**src/rtl/mem_access_ctrl_if.sv**
```systemverilog
// Single-port data bus between the memory access controller and the memory.
interface mem_access_ctrl_if;
  logic        req;
  logic        we;
  logic [31:0] addr;
  logic [3:0]  sel;
  logic [31:0] wdata;
  logic        ack;
  logic [31:0] rdata;

  modport master (
    output req, we, addr, sel, wdata,
    input  ack, rdata
  );

  modport slave (
    input  req, we, addr, sel, wdata,
    output ack, rdata
  );
endinterface

```
**src/rtl/mem_access_ctrl.sv**
```systemverilog
// Data-memory access controller: sequences loads/stores as single req/ack
// bus transactions, aligns store data, extracts/merges load data (big-endian
// lanes) and owns the LL/SC link bit.
module mem_access_ctrl #(
  parameter int unsigned TIMEOUT_CYCLES = 255
) (
  input  logic        i_clk,
  input  logic        i_rst_n,
  input  logic        i_valid,
  input  logic [5:0]  i_instr_op,
  input  logic [31:0] i_mem_addr,
  input  logic [3:0]  i_mem_sel,
  input  logic        i_bad_addr,
  input  logic [1:0]  i_byte_off,
  input  logic [31:0] i_rt_value,
  input  logic        i_llbit_clear,
  output logic        o_stall,
  output logic        o_done,
  output logic        o_wb_en,
  output logic [31:0] o_wb_data,
  output logic        o_addr_exc,
  output logic        o_bus_err,
  mem_access_ctrl_if.master bus
);

  localparam logic [5:0] OP_LB  = 6'h20;
  localparam logic [5:0] OP_LH  = 6'h21;
  localparam logic [5:0] OP_LWL = 6'h22;
  localparam logic [5:0] OP_LW  = 6'h23;
  localparam logic [5:0] OP_LBU = 6'h24;
  localparam logic [5:0] OP_LHU = 6'h25;
  localparam logic [5:0] OP_LWR = 6'h26;
  localparam logic [5:0] OP_SB  = 6'h28;
  localparam logic [5:0] OP_SH  = 6'h29;
  localparam logic [5:0] OP_SWL = 6'h2a;
  localparam logic [5:0] OP_SW  = 6'h2b;
  localparam logic [5:0] OP_SWR = 6'h2e;
  localparam logic [5:0] OP_LL  = 6'h30;
  localparam logic [5:0] OP_SC  = 6'h38;

  localparam logic [1:0] S_IDLE = 2'd0;
  localparam logic [1:0] S_BUSY = 2'd1;
  localparam logic [1:0] S_RESP = 2'd2;

  localparam int unsigned CNT_W = (TIMEOUT_CYCLES > 1) ? $clog2(TIMEOUT_CYCLES) : 1;
  localparam logic [CNT_W-1:0] CNT_LAST = CNT_W'(TIMEOUT_CYCLES - 1);

  function automatic logic is_load(input logic [5:0] op);
    return (op == OP_LB) || (op == OP_LH) || (op == OP_LWL) || (op == OP_LW) ||
           (op == OP_LBU) || (op == OP_LHU) || (op == OP_LWR) || (op == OP_LL);
  endfunction

  function automatic logic is_store(input logic [5:0] op);
    return (op == OP_SB) || (op == OP_SH) || (op == OP_SWL) || (op == OP_SW) ||
           (op == OP_SWR) || (op == OP_SC);
  endfunction

  // Place store data on the byte lanes addressed by the offset.
  function automatic logic [31:0] store_align(input logic [5:0] op,
                                              input logic [1:0] off,
                                              input logic [31:0] rt);
    logic [4:0] sh_l;
    logic [4:0] sh_r;
    sh_l = {off, 3'b000};
    sh_r = {~off, 3'b000};
    case (op)
      OP_SB:   return {4{rt[7:0]}};
      OP_SH:   return {2{rt[15:0]}};
      OP_SWL:  return rt >> sh_l;
      OP_SWR:  return rt << sh_r;
      default: return rt;
    endcase
  endfunction

  // Extract, extend or merge read data; byte offset 0 is data[31:24].
  function automatic logic [31:0] load_align(input logic [5:0] op,
                                             input logic [1:0] off,
                                             input logic [31:0] rt,
                                             input logic [31:0] rd);
    logic [4:0]  sh_l;
    logic [4:0]  sh_r;
    logic [7:0]  b;
    logic [15:0] h;
    sh_l = {off, 3'b000};
    sh_r = {~off, 3'b000};
    b    = 8'(rd >> sh_r);
    h    = off[1] ? rd[15:0] : rd[31:16];
    case (op)
      OP_LB:   return {{24{b[7]}}, b};
      OP_LBU:  return {24'd0, b};
      OP_LH:   return {{16{h[15]}}, h};
      OP_LHU:  return {16'd0, h};
      OP_LWL:  return (rd << sh_l) | (rt & ~(32'hffff_ffff << sh_l));
      OP_LWR:  return (rd >> sh_r) | (rt & ~(32'hffff_ffff >> sh_r));
      default: return rd;
    endcase
  endfunction

  logic [1:0]       state_q,     state_d;
  logic [5:0]       op_q,        op_d;
  logic [1:0]       off_q,       off_d;
  logic [31:0]      rt_q,        rt_d;
  logic             link_q,      link_d;
  logic [CNT_W-1:0] cnt_q,       cnt_d;
  logic             done_q,      done_d;
  logic             wb_en_q,     wb_en_d;
  logic [31:0]      wb_data_q,   wb_data_d;
  logic             addr_exc_q,  addr_exc_d;
  logic             bus_err_q,   bus_err_d;
  logic             bus_req_q,   bus_req_d;
  logic             bus_we_q,    bus_we_d;
  logic [31:0]      bus_addr_q,  bus_addr_d;
  logic [3:0]       bus_sel_q,   bus_sel_d;
  logic [31:0]      bus_wdata_q, bus_wdata_d;

  logic is_mem_in;
  assign is_mem_in = is_load(i_instr_op) || is_store(i_instr_op);

  // Stall while the bus is busy, or combinationally on acceptance in IDLE.
  assign o_stall = (state_q == S_BUSY) || ((state_q == S_IDLE) && i_valid && is_mem_in);

  // Next-state, bus sequencing, writeback and link-bit logic.
  always_comb begin
    state_d     = state_q;
    op_d        = op_q;
    off_d       = off_q;
    rt_d        = rt_q;
    link_d      = link_q;
    cnt_d       = cnt_q;
    done_d      = 1'b0;
    wb_en_d     = 1'b0;
    wb_data_d   = wb_data_q;
    addr_exc_d  = 1'b0;
    bus_err_d   = 1'b0;
    bus_req_d   = bus_req_q;
    bus_we_d    = bus_we_q;
    bus_addr_d  = bus_addr_q;
    bus_sel_d   = bus_sel_q;
    bus_wdata_d = bus_wdata_q;

    case (state_q)
      S_IDLE: begin
        if (i_valid && is_mem_in) begin
          if (i_bad_addr) begin
            state_d    = S_RESP;
            done_d     = 1'b1;
            addr_exc_d = 1'b1;
          end else if ((i_instr_op == OP_SC) && !link_q) begin
            state_d   = S_RESP;
            done_d    = 1'b1;
            wb_en_d   = 1'b1;
            wb_data_d = '0;
            link_d    = 1'b0;
          end else begin
            state_d     = S_BUSY;
            op_d        = i_instr_op;
            off_d       = i_byte_off;
            rt_d        = i_rt_value;
            cnt_d       = '0;
            bus_req_d   = 1'b1;
            bus_we_d    = is_store(i_instr_op);
            bus_addr_d  = i_mem_addr;
            bus_sel_d   = i_mem_sel;
            bus_wdata_d = store_align(i_instr_op, i_byte_off, i_rt_value);
          end
        end
      end
      S_BUSY: begin
        if (bus.ack) begin
          state_d   = S_RESP;
          done_d    = 1'b1;
          bus_req_d = 1'b0;
          bus_we_d  = 1'b0;
          if (op_q == OP_SC) begin
            wb_en_d   = 1'b1;
            wb_data_d = 32'd1;
            link_d    = 1'b0;
          end else if (is_load(op_q)) begin
            wb_en_d   = 1'b1;
            wb_data_d = load_align(op_q, off_q, rt_q, bus.rdata);
            if (op_q == OP_LL) link_d = 1'b1;
          end
        end else if (cnt_q == CNT_LAST) begin
          state_d   = S_RESP;
          done_d    = 1'b1;
          bus_err_d = 1'b1;
          bus_req_d = 1'b0;
          bus_we_d  = 1'b0;
          if (op_q == OP_SC) link_d = 1'b0;
        end else if (cnt_q != '1) begin
          cnt_d = cnt_q + 1'b1;
        end
      end
      S_RESP:  state_d = S_IDLE;
      default: state_d = S_IDLE;
    endcase

    // An explicit clear overrides a link set by a coincident LL ack.
    if (i_llbit_clear) link_d = 1'b0;
  end

  // State and registered outputs, synchronous active-low reset.
  always_ff @(posedge i_clk) begin
    if (!i_rst_n) begin
      state_q     <= S_IDLE;
      op_q        <= '0;
      off_q       <= '0;
      rt_q        <= '0;
      link_q      <= 1'b0;
      cnt_q       <= '0;
      done_q      <= 1'b0;
      wb_en_q     <= 1'b0;
      wb_data_q   <= '0;
      addr_exc_q  <= 1'b0;
      bus_err_q   <= 1'b0;
      bus_req_q   <= 1'b0;
      bus_we_q    <= 1'b0;
      bus_addr_q  <= '0;
      bus_sel_q   <= '0;
      bus_wdata_q <= '0;
    end else begin
      state_q     <= state_d;
      op_q        <= op_d;
      off_q       <= off_d;
      rt_q        <= rt_d;
      link_q      <= link_d;
      cnt_q       <= cnt_d;
      done_q      <= done_d;
      wb_en_q     <= wb_en_d;
      wb_data_q   <= wb_data_d;
      addr_exc_q  <= addr_exc_d;
      bus_err_q   <= bus_err_d;
      bus_req_q   <= bus_req_d;
      bus_we_q    <= bus_we_d;
      bus_addr_q  <= bus_addr_d;
      bus_sel_q   <= bus_sel_d;
      bus_wdata_q <= bus_wdata_d;
    end
  end

  assign o_done     = done_q;
  assign o_wb_en    = wb_en_q;
  assign o_wb_data  = wb_data_q;
  assign o_addr_exc = addr_exc_q;
  assign o_bus_err  = bus_err_q;
  assign bus.req    = bus_req_q;
  assign bus.we     = bus_we_q;
  assign bus.addr   = bus_addr_q;
  assign bus.sel    = bus_sel_q;
  assign bus.wdata  = bus_wdata_q;

endmodule

```
**src/flat_wrapper.sv**
```systemverilog
// flat-port wrapper written by rule: the top's interface ports become plain ports
module mem_access_ctrl_flat 
#(
  parameter int unsigned TIMEOUT_CYCLES = 255
)
  (i_clk, i_rst_n, i_valid, i_instr_op, i_mem_addr, i_mem_sel, i_bad_addr, i_byte_off, i_rt_value, i_llbit_clear, o_stall, o_done, o_wb_en, o_wb_data, o_addr_exc, o_bus_err, bus_req, bus_we, bus_addr, bus_sel, bus_wdata, bus_ack, bus_rdata);
  mem_access_ctrl_if bus_i ();
  input  logic i_clk;
  input  logic i_rst_n;
  input  logic i_valid;
  input  logic [5:0] i_instr_op;
  input  logic [31:0] i_mem_addr;
  input  logic [3:0] i_mem_sel;
  input  logic i_bad_addr;
  input  logic [1:0] i_byte_off;
  input  logic [31:0] i_rt_value;
  input  logic i_llbit_clear;
  output logic o_stall;
  output logic o_done;
  output logic o_wb_en;
  output logic [31:0] o_wb_data;
  output logic o_addr_exc;
  output logic o_bus_err;
  output wire logic [$bits(bus_i.req)-1:0] bus_req;
  output wire logic [$bits(bus_i.we)-1:0] bus_we;
  output wire logic [$bits(bus_i.addr)-1:0] bus_addr;
  output wire logic [$bits(bus_i.sel)-1:0] bus_sel;
  output wire logic [$bits(bus_i.wdata)-1:0] bus_wdata;
  input wire logic [$bits(bus_i.ack)-1:0] bus_ack;
  input wire logic [$bits(bus_i.rdata)-1:0] bus_rdata;
  assign bus_req = bus_i.req;
  assign bus_we = bus_i.we;
  assign bus_addr = bus_i.addr;
  assign bus_sel = bus_i.sel;
  assign bus_wdata = bus_i.wdata;
  assign bus_i.ack = bus_ack;
  assign bus_i.rdata = bus_rdata;
  mem_access_ctrl #(.TIMEOUT_CYCLES(TIMEOUT_CYCLES)) u_core (.i_clk(i_clk), .i_rst_n(i_rst_n), .i_valid(i_valid), .i_instr_op(i_instr_op), .i_mem_addr(i_mem_addr), .i_mem_sel(i_mem_sel), .i_bad_addr(i_bad_addr), .i_byte_off(i_byte_off), .i_rt_value(i_rt_value), .i_llbit_clear(i_llbit_clear), .o_stall(o_stall), .o_done(o_done), .o_wb_en(o_wb_en), .o_wb_data(o_wb_data), .o_addr_exc(o_addr_exc), .o_bus_err(o_bus_err), .bus(bus_i));
endmodule
```
**config.mk**
```make
export PLATFORM = sky130hd
export DESIGN_NAME = mem_access_ctrl_flat
export DESIGN_NICKNAME = d
export VERILOG_FILES = /design/src/rtl/mem_access_ctrl_if.sv /design/src/rtl/mem_access_ctrl.sv /design/src/flat_wrapper.sv
export SDC_FILE = /design/constraint.sdc
export NUM_CORES = 1
export LEC_CHECK = 0
export ABC_AREA = 0
export CAP_MARGIN = 20
export CORE_MARGIN = 2
export CORE_UTILIZATION = 55
export CTS_BUF_LIST = sky130_fd_sc_hd__clkbuf_2
export CTS_CLUSTER_SIZE = 14
export DETAILED_ROUTE_END_ITERATION = 10
export PLACE_DENSITY = 0.86
export RECOVER_POWER = 50
export SLEW_MARGIN = 20
export SYNTH_ARGS = -nofsm -noshare
export SYNTH_HDL_FRONTEND = slang
export SYNTH_SLANG_ARGS = --single-unit
```
**constraint.sdc**
```tcl
create_clock -name i_clk -period 5.6 [get_ports i_clk]
set_input_delay 0.84 -clock i_clk [delete_from_list [all_inputs] [get_ports i_clk]]
set_output_delay 0.84 -clock i_clk [all_outputs]
set_load 0.005 [all_outputs]
```
**Yosys cells after proc, flatten, opt, wreduce, memory -nomap -nowiden**

Index checks and enable logic that the tools add are counted.
W data, S select, Z words.

- Register bits after elaboration: 157
- Latch bits: 0
- Bits in writable memories: 0
- ROM bits: 0
- Input bits: 114
- Output and inout port bits: 107
- Memories: 0

- $add $sub $neg: 1
- Multipliers: 0
- Div/mod/pow operators: 0
- Order comparisons: 0
- Equal/unequal tests: 38
- Shifts and indexed selects: 6
- Muxes and demuxes: 56
- Bitwise operators: 12
- Reduce and logical (&&, ||, !) cells: 37

Operators by type and width:

| operator | count |
|---|---|
| $mux W32 | 6 |
| $pmux W32 S6 | 1 |
| $eq A6 B6 Y1 const B | 23 |
| $pmux W32 S4 | 1 |
| $and A32 B32 Y32 | 2 |
| $not A32 Y32 | 2 |
| $or A32 B32 Y32 | 2 |
| $pmux W32 S2 | 1 |
| $shl A32 B5 Y32 | 2 |
| $shr A32 B5 Y32 | 2 |
| $mux W8 | 6 |
| $shl A32 B5 Y32 const A | 1 |
| $shr A32 B5 Y32 const A | 1 |
| $mux W1 | 28 |
| $logic_or A1 B1 Y1 | 21 |
| $mux W16 | 1 |
| $ne A2 B2 Y1 const B | 8 |
| $pmux W8 S2 | 1 |
| $ne A3 B3 Y1 const B | 4 |
| $mux W2 | 5 |
| $pmux W1 S2 | 5 |
| $add A8 B1 Y8 const B | 1 |
| $eq A8 B8 Y1 const B | 1 |
| $ne A8 B8 Y1 const B | 1 |
| 17 further kinds | 24 |

**Logic depth before layout (Yosys ltp)**

Gate-level depths: netlist (run 1).

- Depth in word-level cells: 12
- Mapped depth: 8
- Depth with buffers taken out: 7

**Worst setup path before layout (run 1)**

No wires, ideal clock.

- Path type: input to register
- From: in i_instr_op[0]
- To: reg u_core.wb_data_q[2], in the netlist u_core.o_wb_data[2]
- Arrival time: 2.495 ns
- Data required time: 5.483 ns
- Path slack: 2.988 ns
- Cell stages on the path: 8
- Path buffers: 3
- Path through: clkbuf_1 nor3_1 nand2_1 or4_4 and3_1 clkbuf_1 buf_2 a22o_1

- Word-level cells in the longest chain between the ends: 12
- Elaborated cells on any way between the ends: 32
- Classes of those cells: eq/ne (16); reduce/logical (16)

Ends and longest elaborated chain:

| item | RTL line | source |
|---|---|---|
| from (decl) | flat_wrapper.sv:11 | `input logic [5:0] i_instr_op;` |
| $eq A6 B6 Y1 | mem_access_ctrl.sv:49 | `return (op == OP_LB) \|\| (op == OP_LH) \|\| (op == OP_LWL) \|\| (op == OP_LW) \|\|` |
| $logic_or A1 B1 Y1 (4 in a row) | mem_access_ctrl.sv:49 |  |
| $logic_or A1 B1 Y1 (3 in a row) | mem_access_ctrl.sv:50 | `(op == OP_LBU) \|\| (op == OP_LHU) \|\| (op == OP_LWR) \|\| (op == OP_LL);` |
| $logic_or A1 B1 Y1 | mem_access_ctrl.sv:117 | `assign is_mem_in = is_load(i_instr_op) \|\| is_store(i_instr_op);` |
| $logic_and A1 B1 Y1 | mem_access_ctrl.sv:143 | `if (i_valid && is_mem_in) begin` |
| $ne A2 B2 Y1 (no line) | -- |  |
| $reduce_and A6 Y1 (no line) * | -- |  |
| to (signal assigned) | mem_access_ctrl.sv:230 | `wb_data_q <= wb_data_d;` |
| to (decl) | mem_access_ctrl.sv:107 | `logic [31:0] wb_data_q, wb_data_d;` |

Mark *: on every way between the ends. The rest lies on a longest branch, timed or not.
A chain may end at the register's enable or synchronous reset.

**Final worst setup path (run 1)**

- From: reg u_core.off_q[1]
- To: reg u_core.wb_data_q[24], in the netlist u_core.o_wb_data[24]

- Word-level cells in the longest chain between the ends: 10
- Elaborated cells on any way between the ends: 17
- Classes of those cells: shift (4); mux (6); bitwise (7)

Ends and longest elaborated chain:

| item | RTL line | source |
|---|---|---|
| from (decl) | mem_access_ctrl.sv:101 | `logic [1:0] off_q, off_d;` |
| from (signal assigned) | mem_access_ctrl.sv:207 | `off_q <= '0;` |
| from (signal assigned) | mem_access_ctrl.sv:224 | `off_q <= off_d;` |
| $not A2 Y2 | mem_access_ctrl.sv:85 | `sh_r = {~off, 3'b000};` |
| $shr A32 B5 Y32 | mem_access_ctrl.sv:94 | `OP_LWR: return (rd >> sh_r) \| (rt & ~(32'hffff_ffff >> sh_r));` |
| $not A32 Y32 | mem_access_ctrl.sv:94 |  |
| $and A32 B32 Y32 | mem_access_ctrl.sv:94 |  |
| $or A32 B32 Y32 | mem_access_ctrl.sv:94 |  |
| $pmux W32 S6 * | mem_access_ctrl.sv:88 | `case (op)` |
| $mux W32 * | mem_access_ctrl.sv:178 | `end else if (is_load(op_q)) begin` |
| $mux W32 * | mem_access_ctrl.sv:174 | `if (op_q == OP_SC) begin` |
| $mux W32 * | mem_access_ctrl.sv:169 | `if (bus.ack) begin` |
| $pmux W32 S2 * | mem_access_ctrl.sv:141 | `case (state_q)` |

Mark *: on every way between the ends. The rest lies on a longest branch, timed or not. The select of a mux whose other input is x is not followed.

==> flow_metrics.env, run 1 <==
export IMPL_status="finished with violations"
export IMPL_failed_checks="max-capacitance violations, max-slew violations"
export IMPL_dieArea_um2=17200
export IMPL_ys_seq_elements=157
export IMPL_maxCapViolCount=1
export IMPL_cts_tree="done"
export IMPL_drive_gt1_frac=0.0797
export IMPL_final_util=0.719
export IMPL_via_count=9342
export IMPL_p_total_mw=2.24
export IMPL_clk_pin_slew_ps=260
export IMPL_reg2reg_from="u_core.off_q[1]"
export IMPL_yosysTopAreaCell="dfxtp_1"
export IMPL_core_um2=15800
export IMPL_min_path_type="reg -> reg"
export IMPL_nFillCells=1288
export IMPL_yosys_warnings=0
export IMPL_grt_max_degree=87
export IMPL_drc_errors=0
export IMPL_antenna_found_initial=1
export IMPL_setup_viol=0
export IMPL_routabilityCongestion=0.939
export IMPL_met3_length_mm=2.89
export IMPL_die_y_um=131
export IMPL_clk_latency_ps=750
export IMPL_top_layer="met4"
export IMPL_clockRootBuffer="clkbuf_2"
export IMPL_fin_skew_ps=29.3
export IMPL_min_from="u_core.bus.addr[6]"
export IMPL_grt_total_usage=0.318
export IMPL_vias_per_cell=6.29
export IMPL_worst_pin_slew_ps=2280
export IMPL_reg2reg_slack_ps=1270
export IMPL_grt_pass1_wl_mm=45.0
export IMPL_ys_top_cells_by_count="nand2_1, dfxtp_1, a21oi_1, nor2_1, clkbuf_1"
export IMPL_io_buffers=220
export IMPL_initial_core_util=0.562
export IMPL_required_ps=6260
export IMPL_fin_crit_ps=4330
export IMPL_yosysTopAreaCellShare=0.353
export IMPL_crit_type="reg -> reg"
export IMPL_fmax_mhz=231
export IMPL_synth_edff_count=0
export IMPL_synth_seq_area_share=0.353
export IMPL_synth_net_count=1207
export IMPL_vdd_ir_drop_max_v=0.000128
export IMPL_crit_family="buffers and inverters"
export IMPL_hold_buffers=0
export IMPL_slowest_stage="clkbuf_1"
export IMPL_syn_area_per_cell_um2=8.16
export IMPL_synth_ff_type="dfxtp_1"
export IMPL_crit_path_cell_trace="clkbuf_1 > nand2_1 > mux2i_1 > o221ai_1 > a32o_1"
export IMPL_worst_slew_margin_rel=-0.522
export IMPL_dr_wl_met2_mm=12.6
export IMPL_cellPowerDensity_nw_per_um2=197
export IMPL_synth_most_common_cell="nand2_1"
export IMPL_numCtsBuffers=17
export IMPL_cts_resized=0
export IMPL_firstDrtPassIters=6
export IMPL_drt_iter0_markers=1024
export IMPL_min_to="u_core.bus.addr[6]"
export IMPL_holdPathStages=2
export IMPL_place_area_um2=11100
export IMPL_fin_area_um2=11400
export IMPL_std_cell_rows=46
export IMPL_cts_sinks=157
export IMPL_postCtsSetupBuffers=0
export IMPL_fin_nets=1371
export IMPL_finalHoldViolations=0
export IMPL_synth_cell_types=70
export IMPL_synth_async_sr_flop_share=0
export IMPL_wl_per_cell_um=19.0
export IMPL_chipWidth_um=131
export IMPL_p_leak_nw=4.26
export IMPL_crit_arrival_ps=4990
export IMPL_io_pins=221
export IMPL_routed_wl_mm=28.3
export IMPL_first_global_vias=8396
export IMPL_rr_endpoint="u_core.o_wb_data[24]"
export IMPL_syn_to_final_growth_pct=27.9
export IMPL_r2r_cells=5
export IMPL_fin_crit_sh=0.774
export IMPL_slew_violations=53
export IMPL_met1Wirelength_mm=11.9
export IMPL_fin_hold_ws_ps=467
export IMPL_drtAntennaViolNets=0
export IMPL_worst_path_max_fanout=52
export IMPL_rsz0062_at_grt="no"
export IMPL_end_kind="flop"
export IMPL_cp_start_kind="flop"
export IMPL_tns_ps=0
export IMPL_netlist_area_um2=8900
export IMPL_hpwl_mm=20.1
export IMPL_synthCells=1091
export IMPL_path_buf_inv=1
export IMPL_clockBufferDepth=2
export IMPL_overflow=0
export IMPL_slowest_delay_ps=1690
export IMPL_h_tree_depth=4
export IMPL_synthTopCellsByArea="dfxtp_1, nand2_1, mux2i_1"
[sequential cells by signal, summed over array words and instances (netlist names)]
name               flops
u_core.bus.req         1
u_core.off_q           2
u_core.rt_q           32
u_core.link_q          1
u_core.o_wb_en         1
u_core.o_bus_err       1
u_core.bus.sel         4
u_core.cnt_q           8
u_core.o_done          1
u_core.bus.we          1
u_core.o_wb_data      32
u_core.o_addr_exc      1
u_core.op_q            6
u_core.bus.wdata      32
u_core.bus.addr       32
u_core.state_q         2
[layer usage]
metal	up-vias	GRT usage
met4	0	0.116
met3	76	0.0756
met2	545	0.496
met1	4357	0.429
met5	-	0
li1	4364	-
[cell families after synthesis]
group | share of synthesized area
flops | 0.353
compound gates | 0.237
fa+ha+maj | 0.00281
mux | 0.131
buf+inv | 0.0478
simple gates | 0.228
[cells in the final DEF (no fill, tap or decap), types with 17 or more instances in the layout]
| cell | synthesis | final |
|---|---|---|
| dfxtp_1 | 157 | 156 |
| nand2_1 | 212 | 212 |
| mux2_2 | 20 | 20 |
| nand2b_1 | 25 | 25 |
| dlygate4sd3_1 | 0 | 108 |
| clkdlybuf4s50_1 | 0 | 112 |
| nand3_1 | 22 | 22 |
| a32o_1 | 24 | 24 |
| o21ai_0 | 43 | 43 |
| nor2_1 | 80 | 80 |
| clkbuf_2 | 0 | 17 |
| a22oi_1 | 20 | 20 |
| a21oi_1 | 97 | 97 |
| mux2i_1 | 55 | 55 |
[metrics by stage]
stage,cells,setup WS (ps)
2_1_floorplan,1091,2990
3_3_place_gp,1452,1640
3_5_place_dp,1452,1570
4_1_cts,1484,1540
5_1_grt,1485,957
6_report,1485,1270
[worst max-delay path by stage]
stage / start / endpoint / slack [ps] / cells after the start
2_1_floorplan: i_instr_op[0] / u_core.o_wb_data[2] / 2990 / 8
3_3_place_gp: i_instr_op[0] / o_stall / 1640 / 6
3_5_place_dp: i_instr_op[0] / o_stall / 1570 / 6
4_1_cts: i_instr_op[0] / o_stall / 1540 / 6
5_1_grt: u_core.off_q[1] / u_core.o_wb_data[26] / 960 / 5
6_report: u_core.off_q[1] / u_core.o_wb_data[24] / 1270 / 5
[final cells by class]
| cell class | count | area [µm²] | area share |
|---|---|---|---|
| diodes | 1 | 2.50 | 0.000220 |
| well taps | 216 | 270 | 0.0237 |
| multi-input cells | 833 | 5350 | 0.470 |
| inverters | 9 | 33.8 | 0.00297 |
| flip-flops and latches | 157 | 3140 | 0.276 |
| clock inverters | 15 | 175 | 0.0154 |
| clock buffers | 17 | 85.1 | 0.00747 |
| repair buffers | 237 | 2330 | 0.204 |
[worst reg2reg max path, delay by kind of cell (launching register included)]
family                 cells  cell delay, ps
AO/OA/AOI/OAI              2             540
AND/OR/NAND/NOR            1             880
multiplexers               1             360
flip-flops                 1             770
buffers and inverters      1            1690
[report_power, final]
| part | switching, mW | internal (mW) |
|---|---|---|
| sequential | 0.0191 | 1.15 |
| combinational | 0.212 | 0.184 |
| clock | 0.458 | 0.221 |
| total | 0.689 | 1.55 |
Power figures use the tool's default switching activity.
==> run 2: changes to the inputs <==
- CORE_UTILIZATION: 55 -> 52
- PLACE_DENSITY: 0.86 -> 0.82
- clock period: 5.6 -> 4.5 ns (I/O delays scaled with it)
==> run 2 against run 1 <==
Worst hold slack lost 77 ps. Routed wire length is 0.22% lower. The flow still finishes with violations (max-capacitance violations, max-slew violations). Die area is 5.6% higher. Global-route usage shrank 1.3 points. Largest power group unchanged. Via count shrank 0.18%.
==> flow_metrics.env, run 2 (synthesized netlist as in run 1, its figures left out) <==
export IMPL_final_cell_mix="nand2_1, dfxtp_1, clkdlybuf4s50_1, dlygate4sd3_1, a21oi_1"
export IMPL_firstDrtPassIters=6
export IMPL_crit_arrival_ps=3050
export IMPL_nFillCells=1402
export IMPL_drtAntennaViolNets=0
export IMPL_worst_pin_slew_ps=1750
export IMPL_grt_max_degree=90
export IMPL_seq_area_um2=3150
export IMPL_dieArea_um2=18200
export IMPL_rsz0062_at_grt="no"
export IMPL_die_y_um=135
export IMPL_tns_ps=0
export IMPL_clockBufferDepth=2
export IMPL_required_ps=3830
export IMPL_hold_buffers=0
export IMPL_worst_path_max_fanout=20
export IMPL_slowest_delay_ps=580
export IMPL_worst_slew_margin_rel=-0.167
export IMPL_fin_nets=1372
export IMPL_multi_input_area_um2=5360
export IMPL_routed_wl_mm=28.2
export IMPL_overflow=0
export IMPL_status="finished with violations"
export IMPL_numCtsBuffers=17
export IMPL_drt_iter0_markers=1230
export IMPL_std_cell_rows=47
export IMPL_io_pins=221
export IMPL_min_path_type="in -> reg"
export IMPL_slew_violations=90
export IMPL_cts_sinks=157
export IMPL_hpwl_mm=20.1
export IMPL_vias_per_cell=6.26
export IMPL_maxCapViolCount=1
export IMPL_fmax_mhz=269
export IMPL_failed_checks="max-capacitance violations, max-slew violations"
export IMPL_wl_per_cell_um=18.9
export IMPL_fin_skew_ps=39.7
export IMPL_clk_latency_ps=790
export IMPL_grt_total_usage=0.305
export IMPL_p_total_mw=2.72
export IMPL_cp_start_kind="input pin"
export IMPL_antenna_found_initial=1
export IMPL_cts_tree="done"
export IMPL_path_buf_inv=3
export IMPL_p_leak_nw=4.24
export IMPL_crit_path_cell_trace="clkdlybuf4s50_1 > buf_4 > mux2_1 > o22ai_1 > nor2_1 > nor2_1 > clkdlybuf4s50_1"
export IMPL_fin_crit_ps=3720
export IMPL_pwr_share_clk=0.287
export IMPL_p_switching_mw=0.893
export IMPL_initial_core_util=0.535
export IMPL_chipWidth_um=135
export IMPL_postCtsSetupBuffers=0
export IMPL_cts_resized=0
export IMPL_drc_errors=0
export IMPL_via_count=9325
export IMPL_io_buffers=220
export IMPL_crit_family="buffers and inverters"
export IMPL_p_sw_frac=0.328
export IMPL_syn_to_final_growth_pct=27.8
export IMPL_p_int_mw=1.83
export IMPL_end_kind="output port"
export IMPL_cellPowerDensity_nw_per_um2=239
export IMPL_grt_pass1_wl_mm=44.4
export IMPL_clk_pin_slew_ps=270
export IMPL_setup_viol=0
export IMPL_vdd_ir_drop_max_v=0.000191
export IMPL_first_global_vias=8465
export IMPL_combinationalPowerShare=0.180
export IMPL_layout_cells_most_common="nand2_1"
export IMPL_final_util=0.684
export IMPL_crit_type="in -> out"
export IMPL_routabilityCongestion=0.971
export IMPL_h_tree_depth=4
export IMPL_slowest_stage="o22ai_1"
export IMPL_clockRootBuffer="clkbuf_2"
export IMPL_seqPwrFrac=0.533
export IMPL_core_um2=16600
export IMPL_drive_gt1_frac=0.0796
export IMPL_fin_crit_sh=0.827
export IMPL_finalHoldViolations=0
## run 2: stage by stage
| step | hold slack (ps) | cell area (µm²) | setup slack, ps | cells |
|---|---|---|---|---|
| 3_3_place_gp | 440 | 11200 | 1020 | 1457 |
| 6_report | 391 | 11400 | 779 | 1490 |
| 3_5_place_dp | 446 | 11200 | 940 | 1457 |
| 4_1_cts | 344 | 11400 | 1000 | 1489 |
| 2_1_floorplan | 436 | 8900 | 2050 | 1091 |
| 5_1_grt | 337 | 11400 | 608 | 1490 |
## run 2: power by group through the flow
| stage | logic [mW] | clock network (mW) | registers [mW] |
|---|---|---|---|
| floorplan | 0.251 | 0 | 1.47 |
| global placement | 0.484 | 0 | 1.48 |
| detailed placement | 0.489 | 0 | 1.48 |
| CTS | 0.492 | 0.794 | 1.45 |
| global route | 0.526 | 0.850 | 1.46 |
| finish | 0.490 | 0.782 | 1.45 |
## run 2: worst min-delay path, stage by stage
cell and delay (ps):
clkdlybuf4s50_1 390, nand2_1 50, a21oi_1 50
## run 2: cell type report
class                           instances  area share
Clock inverter                         15      0.0133
Multi-Input combinational cell        833       0.471
Clock buffer                           17     0.00748
Tap cell                              220      0.0242
Timing Repair Buffer                  238       0.205
Sequential cell                       157       0.277
Inverter                                9     0.00297
Antenna cell                            1    0.000220
## run 2: final timing paths
check                     start                   end  slack [ps]  cells after the start
max               i_instr_op[1]               o_stall         780                      7
max reg2reg      u_core.op_q[5]  u_core.o_wb_data[23]        1340                      5
min              i_mem_addr[25]   u_core.bus.addr[25]         390                      3
min reg2reg  u_core.bus.addr[9]    u_core.bus.addr[9]         470                      2
## run 2: per-layer routing
metal  up-vias  part of all wire  GRT usage
met5         -                 0          0
met3        74              0.11     0.0841
met4         0             0.027      0.108
li1       4359                 -          -
met1      4340              0.41      0.410
met2       552              0.45      0.471
